==> config.mk <==
export PLATFORM = sky130hd
export DESIGN_NAME = combine_n
export DESIGN_NICKNAME = d
export VERILOG_FILES = /design/src/rtl/combine_n.sv
export SDC_FILE = /design/constraint.sdc
export NUM_CORES = 1
export LEC_CHECK = 0
export ABC_AREA = 1
export CAP_MARGIN = 20
export CORE_ASPECT_RATIO = 0.5
export CORE_MARGIN = 2
export CORE_UTILIZATION = 55
export DETAILED_ROUTE_END_ITERATION = 8
export PLACE_DENSITY = 0.88
export SYNTH_ARGS = -nofsm -noshare
export SYNTH_HDL_FRONTEND = slang
export SYNTH_SLANG_ARGS = --single-unit
==> constraint.sdc <==
create_clock -name clk -period 3.1 [get_ports clk]
set_clock_uncertainty 0.05 [all_clocks]
set_input_delay 0.62 -clock clk [delete_from_list [all_inputs] [get_ports clk]]
set_output_delay 0.62 -clock clk [all_outputs]
set_load 0.02 [all_outputs]
==> src/rtl/combine_n.sv <==
// Packs N consecutive DW-bit input words into one registered N*DW-bit output group.
// Groups close when full, on din_last, or on a flush request; partial groups are zero-filled.
module combine_n #(
    parameter int DW        = 24,
    parameter int N         = 2,
    parameter int MSB_FIRST = 1
) (
    input  logic            clk,
    input  logic            rst,
    input  logic            din_valid,
    input  logic [DW-1:0]   din,
    input  logic            din_last,
    output logic            din_ready,
    input  logic            flush,
    output logic [N*DW-1:0] dout,
    output logic [N-1:0]    dout_keep,
    output logic            dout_last,
    output logic            dout_valid,
    input  logic            dout_ready
);

    localparam int CW = (N > 1) ? $clog2(N) : 1;

    logic [CW-1:0]   cnt;
    logic [DW-1:0]   acc [N];
    logic            flush_pend;

    logic            accept;
    logic            complete;
    logic            flush_now;
    logic            emit;
    logic [DW-1:0]   grp [N];
    logic [N-1:0]    grp_keep;
    logic [N*DW-1:0] grp_flat;

    assign din_ready = !dout_valid || dout_ready;
    assign accept    = din_valid && din_ready;
    assign complete  = accept && ((int'(cnt) == N - 1) || din_last);
    // A flush (new or pending) can only act when the output register is free.
    assign flush_now = din_ready && (flush_pend || flush);
    assign emit      = complete || (flush_now && (accept || cnt != '0));

    // Candidate group: accumulated words plus the word accepted this cycle.
    always_comb begin
        for (int i = 0; i < N; i++) begin
            grp[i]      = (accept && int'(cnt) == i) ? din : acc[i];
            grp_keep[i] = (i < int'(cnt) + (accept ? 1 : 0));
        end
    end

    for (genvar g = 0; g < N; g++) begin : g_slot
        if (MSB_FIRST != 0) begin : g_msb
            assign grp_flat[(N-g)*DW-1 -: DW] = grp[g];
        end else begin : g_lsb
            assign grp_flat[(g+1)*DW-1 -: DW] = grp[g];
        end
    end

    always_ff @(posedge clk) begin
        if (rst) begin
            cnt        <= '0;
            flush_pend <= 1'b0;
            dout       <= '0;
            dout_keep  <= '0;
            dout_last  <= 1'b0;
            dout_valid <= 1'b0;
            for (int i = 0; i < N; i++) acc[i] <= '0;
        end else if (emit) begin
            dout       <= grp_flat;
            dout_keep  <= grp_keep;
            dout_last  <= complete && din_last;
            dout_valid <= 1'b1;
            cnt        <= '0;
            flush_pend <= 1'b0;
            for (int i = 0; i < N; i++) acc[i] <= '0;
        end else begin
            if (dout_ready) dout_valid <= 1'b0;
            if (accept) begin
                for (int i = 0; i < N; i++) begin
                    if (int'(cnt) == i) acc[i] <= din;
                end
                cnt <= cnt + 1'b1;
            end
            if (flush_now)  flush_pend <= 1'b0;
            else if (flush) flush_pend <= 1'b1;
        end
    end

endmodule

# --- Yosys cells after proc, flatten, opt, wreduce, memory -nomap -nowiden ---
# Memories as Yosys holds them, arrays and structs flattened.
# Cells that the tools add are included.
totals:
  ff_bits: 54
  latchBits: 0
  mem_bits_rw: 48
  romBits: 0
  out_inout_bits: 53
  word_cells: 56
  mem_count: 1
memory_table:
  columns: ["name", "words", "width", "rd", "rd_ports_with_merged_regs", "write_ports", "line", "text"]
  rows:
  - ["acc", 2, 24, 2, 0, 2, "25", "logic [DW-1:0] acc [N];"]
op_classes:
  addsub: 2
  mul: 0
  div: 0
  magnitude_cmp: 2
  n_eq_ne: 0
  shifts: 0
  n_mux: 24
  n_bitwise: 5
  n_reduce_logical: 16
op_table:
  columns: ["operator", "n"]
  rows:
  - ["$mux 24", 6]
  - ["$lt 1x32->1 const A", 1]
  - ["$mux 1", 18]
  - ["$logic_and 1x1->1", 7]
  - ["$logic_or 1x1->1", 5]
  - ["$or 1x1->1", 4]
  - ["$reduce_or 3->1", 1]
  - ["$add 1x1->2", 1]
  - ["$lt 1x2->1 const A", 1]
  - ["$reduce_bool 2->1", 1]
  - ["$reduce_or 2->1", 1]
  - ["$add 1x1->1 const B", 1]
  - ["$logic_not 1->1", 1]
  - ["$not 1->1", 1]

# --- Longest topological paths before layout ---
# Gate-level depths: netlist (run 1).
logic_depth:
  depth_word: 11
  ltp_mapped: 10
  mapped_depth_nobuf: 8

# --- Least setup slack after synthesis (run 1) ---
# Ideal clock, no wire load.
synth_path:
  path_type: "input to register"
  startpoint: "input port dout_ready"
  endpoint: "memory acc[0][0] (enable)"
  arrival_time_ns: 1.775
  t_required_ns: 2.625
  slack_ns: 0.850
  cell_stages: 6
  path_cell_list: "inv_1 > nand2_2 > buf_6 > nand3_2 > clkbuf_1 > nand2_1"
synth_lines:
  columns: ["item", "line", "text"]
  rows:
  - ["from (decl)", "19", "input logic dout_ready"]
  - ["to (decl)", "25", null]

# --- Worst setup path in the final report (run 1) ---
layout_path:
  startpoint: "input port dout_ready"
  endpoint: "output port din_ready"
layout_via:
  elab_chain_cells: 1
layout_rtl:
  columns: ["item", "line", "text"]
  rows:
  - ["$logic_or 1x1->1", "36", "assign din_ready = !dout_valid || dout_ready;"]
  - ["to (decl)", "13", "output logic din_ready,"]
# No other way between the ends.

==> metrics.md, run 1 <==
| Metric | Value |
|---|---|
| Status | completed |
| Drt drc | 0 |
| CTS sink count | approximately 100 |
| Area growth from synthesis to layout | 24.99% |
| Setup TNS | 0 ns |
| Initial DRC Count | 274 |
| Filler Cells Inserted | a little over 600 |
| Deepest clock path buffer count | 2 |
| Initial Util | 0.5652 |
| Global route overflow | 0 |
| CP max FO | 2 |
| H-tree depth | 3 |
| Setup violators final | 0 |
| Post-Syn Area | 4506 um^2 |
| Antenna violations before repair | 0 |
| Most frequent cells in the layout | 156 x nand2_1, 108 x nor2_1, 82 x clkdlybuf4s50_1 |
| Die area | between 8000 and 9000 um^2 |
| Commonest non-fill, non-tap cell in the layout | nand2_1 |
| CTS tree | yes |
| CP endpoint kind | output port |
| Setup repair bufs after CTS | 0 |
| Leakage | 2.494 nW |
| Max_slew headroom | 0.5977 |
| PwrDens | 605.4 nW/um^2 |
| Setup CP Type | primary input to output port |
| Slew Viols, Final | 0 |
| Cell Rows | 23 |
| HP Start | dout_last |
| Top_reg_cell synth | dfxtp_1 |
| Critical Path Start Type | primary input |
| First-pass GRT wire length | 15,190 um |
| Final core utilization | 0.7065 |
| Final Hold Vio Count | 0 |
| Antenna-violating nets left | 0 |
| Fraction of registers with async set/reset | 0 |
| Min Tclk post-route | 2.488 ns |
| Post-CTS Resized | 0 |
| Dpl hpwl | 6051 um |
| Adder-Cell Fraction of Synth Area | 0 |
| Post-synthesis simple-gate area fraction | 0.3332 |
| Core area | 7971 um^2 |
| Post-synth EDFFs | between 40 and 50 |
| Synth Register Bits | 102 |
| Largest net degree at the start of global routing | about 50 |
| DR WL/cell | roughly 14 um |
| Final Power | 0.003410 W |
| Area post-placement | 5354 um^2 |
| Unique masters post-synth | 24 |
| Fmax | 401.9 MHz |
| DIE WIDTH | 132 um |
| IO Count | just over 80 |
| Vias in the first global route | 3,191 |
| Synthesized net count | 557 |
| Worst min path class | register to register |
| WP data arrival | 1.82 ns |
| CTS Root Cell | clkbuf_16 |
| Yosys warnings | 0 |
| Syn Area/Cell | 8.549 um^2 |
| Worst Setup SP | dout_ready |
| Fin area | 5632 um^2 |
| DIE HEIGHT | between 60 and 70 um |
| Post-DR vias/cell | 4.951 |
| Gpl congestion | 0.7735 |
| Pre-antenna DRT Iters | 5 |
| Via count | around 3,500 |
| Worst EP required | 2.43 ns |
| Hold slack | 0.4191 ns |
| Tcrit/Tclk final | 0.8027 |
| Post-synthesis mux area share | 0 |
| FF-to-FF Start | dout_valid |
| Layout net count | ~630 |
| Number of diodes | 0 |
| Compound-Gate Fraction of Synth Area | 0.03360 |
| Final WL | 9684 um |
| Ratio of cells with drive above 1 in the final layout | 0.06633 |
| Worst vdd ir | around 0.37 mV |
| Main combinational cell family by area after synthesis | simple AND/OR/NAND/NOR gates |
| Worst Max-Slew Pin Slew | 0.6025 ns |
| Synth Instances | 527 |
| IO buf count | 82 |
| RSZ-0062 raised after global routing | no |
| CTS Buf Count | 9 |
| Synth Area in XOR/XNOR | 0 |
| CTS Hold Bufs | 0 |
| Worst-Skew Late Latency | 0.34 ns |
| Reg clk slew, reported paths | 0.07 ns |
| Seq/Total Area, Yosys | 0.5598 |
| Maximum Capacitance Violations | 0 |
| Tot GR Track Use | 0.2186 |
[Yosys cell counts (7+ instances only)]
| cell type | number | area [um^2] |
|---|---|---|
| nand2_1 | 156 | 585.6 |
| nor2_1 | 108 | 405.4 |
| dfxtp_1 | 54 | 1081 |
| edfxtp_1 | 48 | 1441 |
| nand3b_1 | 46 | 345.3 |
| inv_1 | 30 | 112.6 |
| o21ai_0 | 24 | 120.1 |
| buf_4 | 11 | 82.58 |
| clkbuf_1 | 9 | 33.78 |
| nor2_2 | 9 | 56.30 |
| buf_2 | 7 | 35.03 |
[state kept, by name, summed over array words and instances (netlist names)]
signal and flops:
acc 48, dout_keep 2, dout_valid 1, flush_pend 1, dout 48, cnt 1, dout_last 1
[logic make-up (layout without fill, tap and decap cells)]
kind of cell	count (synthesis)	count (layout)
compound gates	27	27
flops	102	102
buf+inv	66	142
simple gates	332	332
[report_power, final]
group | switching (W) | leakage [nW] | total (W) | internal, W
Combinational | 0.000413 | 1.38 | 0.000718 | 0.000305
Clock | 0.000459 | 0.133 | 0.00108 | 0.000625
Sequential | 0.0000523 | 0.983 | 0.00161 | 0.00156
Total | 0.000924 | 2.49 | 0.00341 | 0.00249
[worst max-delay path, stage by stage]
cell	delay [ns]
clkdlybuf4s50_1	0.46
inv_1	0.05
nand2_2	0.07
clkdlybuf4s50_1	0.62
[cell type report]
type                    instances  area (um^2)  area share
repair buffers                 92        908.4      0.1613
inverters                      34        130.1     0.02311
flip-flops and latches        102         2522      0.4479
clock buffers                  14        244.0     0.04332
well taps                     112        140.1     0.02488
clock inverters                 2        33.78    0.005999
multi-input cells             359         1653      0.2935
[through the flow]
stage / setup slack (ns) / std cells
floorplan: 0.8499 / 527
global placement: 0.6295 / 699
detailed placement: 0.5290 / 699
CTS: 0.5964 / 715
global route: 0.5753 / 715
finish: 0.6117 / 715
[worst paths after layout]
check	slack, ns	to	cells after the start
max	0.61	din_ready	4
min	0.42	dout_last	2
max reg2reg	1.35	dout[9]	7
min reg2reg	0.42	dout_last	2
[layer usage]
metal | track usage | vias up | wire, um
met2 | 0.3711 | 102 | 4438
met3 | 0.05852 | 11 | 635
met4 | 0.07745 | 0 | 110
li1 | - | 1810 | -
met5 | 0 | - | 0
met1 | 0.2781 | 1617 | 4501
No activity file was read; power rests on OpenSTA's default activity.
==> inputs of run 2 (changes only) <==
--- a/config.mk
+++ b/config.mk
@@ -9,9 +9,9 @@
 export CAP_MARGIN = 20
 export CORE_ASPECT_RATIO = 0.5
 export CORE_MARGIN = 2
-export CORE_UTILIZATION = 55
+export CORE_UTILIZATION = 52
 export DETAILED_ROUTE_END_ITERATION = 8
-export PLACE_DENSITY = 0.88
+export PLACE_DENSITY = 0.84
 export SYNTH_ARGS = -nofsm -noshare
 export SYNTH_HDL_FRONTEND = slang
 export SYNTH_SLANG_ARGS = --single-unit
==> constraint.sdc (replaced) <==
create_clock -name clk -period 2.45 [get_ports clk]
set_clock_uncertainty 0.05 [all_clocks]
set_input_delay 0.49 -clock clk [delete_from_list [all_inputs] [get_ports clk]]
set_output_delay 0.49 -clock clk [all_outputs]
set_load 0.02 [all_outputs]
==> metrics.md, run 2 (synthesis results as in run 1) <==
| Metric | Value |
|---|---|
| Most frequent cells in the layout | 156 x nand2_1, 108 x nor2_1, 82 x clkdlybuf4s50_1 |
| Filler Cells Inserted | ~670 |
| PwrDens | roughly 770 nW/um^2 |
| Leakage | 2.519 nW |
| Via count | 3,552 |
| Cell Rows | 23 |
| DIE HEIGHT | 69.82 um |
| First-pass GRT wire length | ~16,000 um |
| CP max FO | 4 |
| Setup CP Type | primary input to output port |
| Deepest clock path buffer count | 2 |
| Antenna-violating nets left | 0 |
| Worst EP required | 1.91 ns |
| Area growth from synthesis to layout | 26.13% |
| CTS tree | yes |
| RSZ-0062 raised after global routing | no |
| Cell repeated most along the worst path | clkdlybuf4s50_1 |
| Pre-antenna DRT Iters | 4 |
| Antenna violations before repair | 0 |
| Tcrit/Tclk final | 0.9168 |
| Worst path max stage delay | 0.63 ns |
| Gpl congestion | between 0.7 and 0.8 |
| Slew Viols, Final | 0 |
| Worst vdd ir | between 0.4 and 0.5 mV |
| Dpl hpwl | 6290 um |
| Ratio of cells with drive above 1 in the final layout | 0.06965 |
| Top Registers | acc x48, dout x48, dout_keep x2 |
| CTS Hold Bufs | 0 |
| Worst path slowest cell | clkdlybuf4s50_1 |
| Worst-Skew Late Latency | 0.33 ns |
| Setup violators final | 0 |
| WP data arrival | approximately 1.7 ns |
| Maximum Capacitance Violations | 0 |
| Layout net count | 629 |
| Critical path, cell by cell | clkdlybuf4s50_1, inv_1, nand2_2, clkdlybuf4s50_1 |
| Min Tclk post-route | ~2.2 ns |
| Fmax | ~450 MHz |
| Initial Util | 0.5494 |
| Die area | 9470 um^2 |
| Worst Path Buf+Inv | 3 |
| Number of diodes | 0 |
| Setup TNS | 0 ns |
| Post-DR vias/cell | roughly 5 |
| Vias in the first global route | 3,415 |
| CTS Buf Count | 9 |
| CP delay by family, top | buffers and inverters |
| Worst Max-Slew Pin Slew | 0.5524 ns |
| DR WL/cell | approximately 14 um |
| H-tree depth | 3 |
| Initial DRC Count | 247 |
| Final WL | approximately 10,000 um |
| Post-CTS Resized | 0 |
| CP endpoint kind | output port |
| Tot GR Track Use | 0.2213 |
| Drt drc | 0 |
| CTS sink count | 102 |
| Global route overflow | 0 |
| Final core utilization | 0.6929 |
| Largest net degree at the start of global routing | 49 |
| Commonest non-fill, non-tap cell in the layout | nand2_1 |
| Worst min path class | register to register |
| DIE WIDTH | 135.6 um |
| Status | completed |
| Reg clk slew, reported paths | 0.06 ns |
| IO buf count | between 80 and 90 |
| CTS Root Cell | clkbuf_16 |
| IO Count | 83 |
| Max_slew headroom | 0.6317 |
| Setup repair bufs after CTS | 0 |
| Critical Path Start Type | primary input |
| Final Power | 0.004348 W |
| Final Hold Vio Count | 0 |
| Core area | 8202 um^2 |
-- run 2: changes by cell type in the layout (fill, tap and decap cells not counted) --
cell	change
clkbuf_1	-2
buf_12	+3
buf_4	-2
clkbuf_8	+1
-- run 2: through the flow --
stage | cells | area (um^2) | setup WS (ns) | hold slack, ns
global placement | 700 | 5399 | 0.1812 | 0.3915
finish | 715 | 5683 | 0.2038 | 0.4073
CTS | 715 | 5683 | 0.2018 | 0.4070
floorplan | 527 | 4506 | 0.3299 | 0.4718
detailed placement | 700 | 5399 | 0.1309 | 0.3923
global route | 715 | 5683 | 0.1602 | 0.4174
-- run 2: worst paths after layout --
path	startpoint	to	slack, ns	cells past startpoint
worst max-delay path	dout_ready	din_ready	0.20	4
worst min-delay path	dout_keep[1]	dout_keep[1]	0.41	2
worst max register to register	cnt	dout[26]	0.71	6
worst min register to register	dout_keep[1]	dout_keep[1]	0.41	2
-- run 2: area by class of cell --
cell class / instances / area (um^2) / share of cell area
tap: 112 / 140.1 / 0.02466
timing repair buffer: 93 / 953.4 / 0.1678
clock buffer: 13 / 250.2 / 0.04403
multi-input combinational: 359 / 1653 / 0.2908
clock inverter: 2 / 33.78 / 0.005945
sequential: 102 / 2522 / 0.4439
inverter: 34 / 130.1 / 0.02290
-- run 2: per-layer routing --
| layer | GRT usage | vias up | share of wire |
|---|---|---|---|
| met5 | 0 | - | 0 |
| li1 | - | 1811 | - |
| met4 | 0.06713 | 0 | 0.0089 |
| met2 | 0.3569 | 115 | 0.48 |
| met3 | 0.05482 | 10 | 0.069 |
| met1 | 0.2956 | 1616 | 0.44 |
-- run 2: where the power goes --
| part | internal, W | total, W | switching [W] |
|---|---|---|---|
| clock | 0.000812 | 0.00139 | 0.000573 |
| combinational | 0.000398 | 0.000926 | 0.000528 |
| sequential | 0.00197 | 0.00204 | 0.0000688 |
-- run 2: worst min-delay path, delay by kind of cell, from the launching register on --
family | cells | cell delay, ns
DFF | 1 | 0.31
and+or+nand+nor | 2 | 0.10
==> inputs of run 3 (changes only) <==
--- a/config.mk
+++ b/config.mk
@@ -11,7 +11,7 @@
 export CORE_MARGIN = 2
 export CORE_UTILIZATION = 52
 export DETAILED_ROUTE_END_ITERATION = 8
-export PLACE_DENSITY = 0.84
+export PLACE_DENSITY = 0.89
 export SYNTH_ARGS = -nofsm -noshare
 export SYNTH_HDL_FRONTEND = slang
 export SYNTH_SLANG_ARGS = --single-unit
==> metrics.md, run 3 (synthesis results as in run 1) <==
| Metric | Value |
|---|---|
| Global route overflow | 0 |
| Critical path, cell by cell | clkdlybuf4s50_1, inv_1, nand2_2, clkdlybuf4s50_1 |
| Setup repair bufs after CTS | 0 |
| Worst Path Buf+Inv | 3 |
| Pre-antenna DRT Iters | 5 |
| Combinational power share | 0.212 |
| Status | completed |
| Tcrit/Tclk final | 0.9117 |
| R2R setup slack | 0.73 ns |
| Commonest non-fill, non-tap cell in the layout | nand2_1 |
| Max_slew headroom | 0.6387 |
| Worst vdd ir | roughly 0.39 mV |
| CTS tree | yes |
| Setup violators final | 0 |
| PwrDens | 767.4 nW/um^2 |
| Antenna-violating nets left | 0 |
| Final Hold Vio Count | 0 |
| CTS Root Cell | clkbuf_16 |
| Worst path max stage delay | 0.62 ns |
| Dpl hpwl | between 6000 and 7000 um |
| Core area | 8202 um^2 |
| Antenna violations before repair | 0 |
| HP Start | dout_keep[1] |
| Setup TNS | 0 ns |
| Initial DRC Count | between 300 and 400 |
| Cell Rows | 23 |
| Post-DR vias/cell | 5.081 |
| Reg clk slew, reported paths | 0.06 ns |
| Most frequent cells in the layout | 156 x nand2_1, 108 x nor2_1, 82 x clkdlybuf4s50_1 |
| Layout net count | 630 |
| Final WL | 9992 um |
| CTS Hold Bufs | 0 |
| Area growth from synthesis to layout | 26.66% |
| Critical Path Start Type | primary input |
| Cell repeated most along the worst path | clkdlybuf4s50_1 |
| CTS sink count | 102 |
| CP delay by family, top | buffers and inverters |
| Tot GR Track Use | 0.2198 |
| IO Count | 83 |
| First-pass GRT wire length | 16,260 um |
| Worst hold endpoint | dout_keep[1] |
| Post-CTS Resized | 0 |
| Internal power | around 0.0032 W |
| Largest net degree at the start of global routing | 49 |
| Fin area | 5707 um^2 |
| Seq pwr share | 0.465 |
| RSZ-0062 raised after global routing | no |
| Via count | between 3,000 and 4,000 |
| Die area | 9470 um^2 |
| Worst Max-Slew Pin Slew | between 0.5 and 0.6 ns |
| Deepest clock path buffer count | 2 |
| Worst path slowest cell | clkdlybuf4s50_1 |
| DR WL/cell | 13.94 um |
| Clock share of power | 0.323 |
| Min Tclk post-route | 2.234 ns |
| Number of diodes | 0 |
| Slew Viols, Final | 0 |
| H-tree depth | 3 |
| Area post-placement | 5406 um^2 |
| CP endpoint kind | output port |
| IO buf count | 82 |
| Critical R2R Capture | dout[15] |
| Worst EP required | 1.91 ns |
| WP data arrival | between 1.5 and 2 ns |
| Vias in the first global route | 3,370 |
| Sw power | 0.001177 W |
| Top Registers | acc x48, dout x48, dout_keep x2 |
| CP max FO | 3 |
| Setup CP Type | primary input to output port |
| Maximum Capacitance Violations | 0 |
| Hold depth | 2 |
| DIE HEIGHT | 69.82 um |
| Switch share | 0.2687 |
| Leakage | around 2.5 nW |
| Ratio of cells with drive above 1 in the final layout | 0.07603 |
| Drt drc | 0 |
| Fmax | 447.7 MHz |
| Worst-Skew Late Latency | around 0.33 ns |
| FF-to-FF Start | cnt |
| CTS Buf Count | 9 |
| Initial Util | 0.5494 |
| DIE WIDTH | 135.6 um |
| Gpl congestion | 0.8076 |
| Worst min path class | register to register |
| R2r worst-path depth | 6 |
## run 3: power groups by stage
| stage | logic, W | clock network, W | registers [W] |
|---|---|---|---|
| final | 0.000929 | 0.00141 | 0.00204 |
| after global routing | 0.00102 | 0.00152 | 0.00205 |
| after CTS | 0.000930 | 0.00144 | 0.00204 |
| after detailed placement | 0.000923 | 0 | 0.00207 |
| after global placement | 0.000901 | 0 | 0.00207 |
| after floorplan | 0.000464 | 0 | 0.00218 |
## run 3: stage by stage
step | std cells | hold slack, ns | setup slack [ns] | total power [W] | util
after global routing | 717 | 0.4271 | 0.1667 | 0.004586 | 0.6958
final | 717 | 0.4042 | 0.2164 | 0.004379 | 0.6958
after global placement | 701 | 0.3875 | 0.1769 | 0.002966 | 0.6592
after CTS | 717 | 0.4048 | 0.2140 | 0.004410 | 0.6958
after detailed placement | 701 | 0.3947 | 0.1005 | 0.002994 | 0.6592
after floorplan | 527 | 0.4718 | 0.3299 | 0.002640 | -
## run 3: worst max-delay path by stage
stage / startpoint / cells past startpoint / slack [ns] / to
floorplan: dout_ready / 6 / 0.33 / acc[0][0]
global placement: din_valid / 6 / 0.18 / dout[7]
detailed placement: din_valid / 6 / 0.10 / dout[15]
CTS: dout_ready / 4 / 0.21 / din_ready
global route: dout_ready / 4 / 0.17 / din_ready
finish: dout_ready / 4 / 0.22 / din_ready
## run 3: worst min-delay path: cells and delay by family (launching register included)
family / cells / cell delay (ns)
flip-flops: 1 / 0.31
AND/OR/NAND/NOR: 2 / 0.10
## run 3: routing by layer
layer	up-vias	wire length, um	GRT usage
met5	-	0	0
met4	0	162	0.08218
met3	15	568	0.05117
met2	124	4747	0.3507
met1	1689	4513	0.2929
li1	1815	-	-
## run 3: cell type report
cell class              instances  area [um^2]
clock buffers                  11        252.7
clock inverters                 5        47.55
fillers                       653         2495
inverters                      34        130.1
multi-input cells             359         1653
flip-flops and latches        102         2522
well taps                     112        140.1
repair buffers                 94        960.9
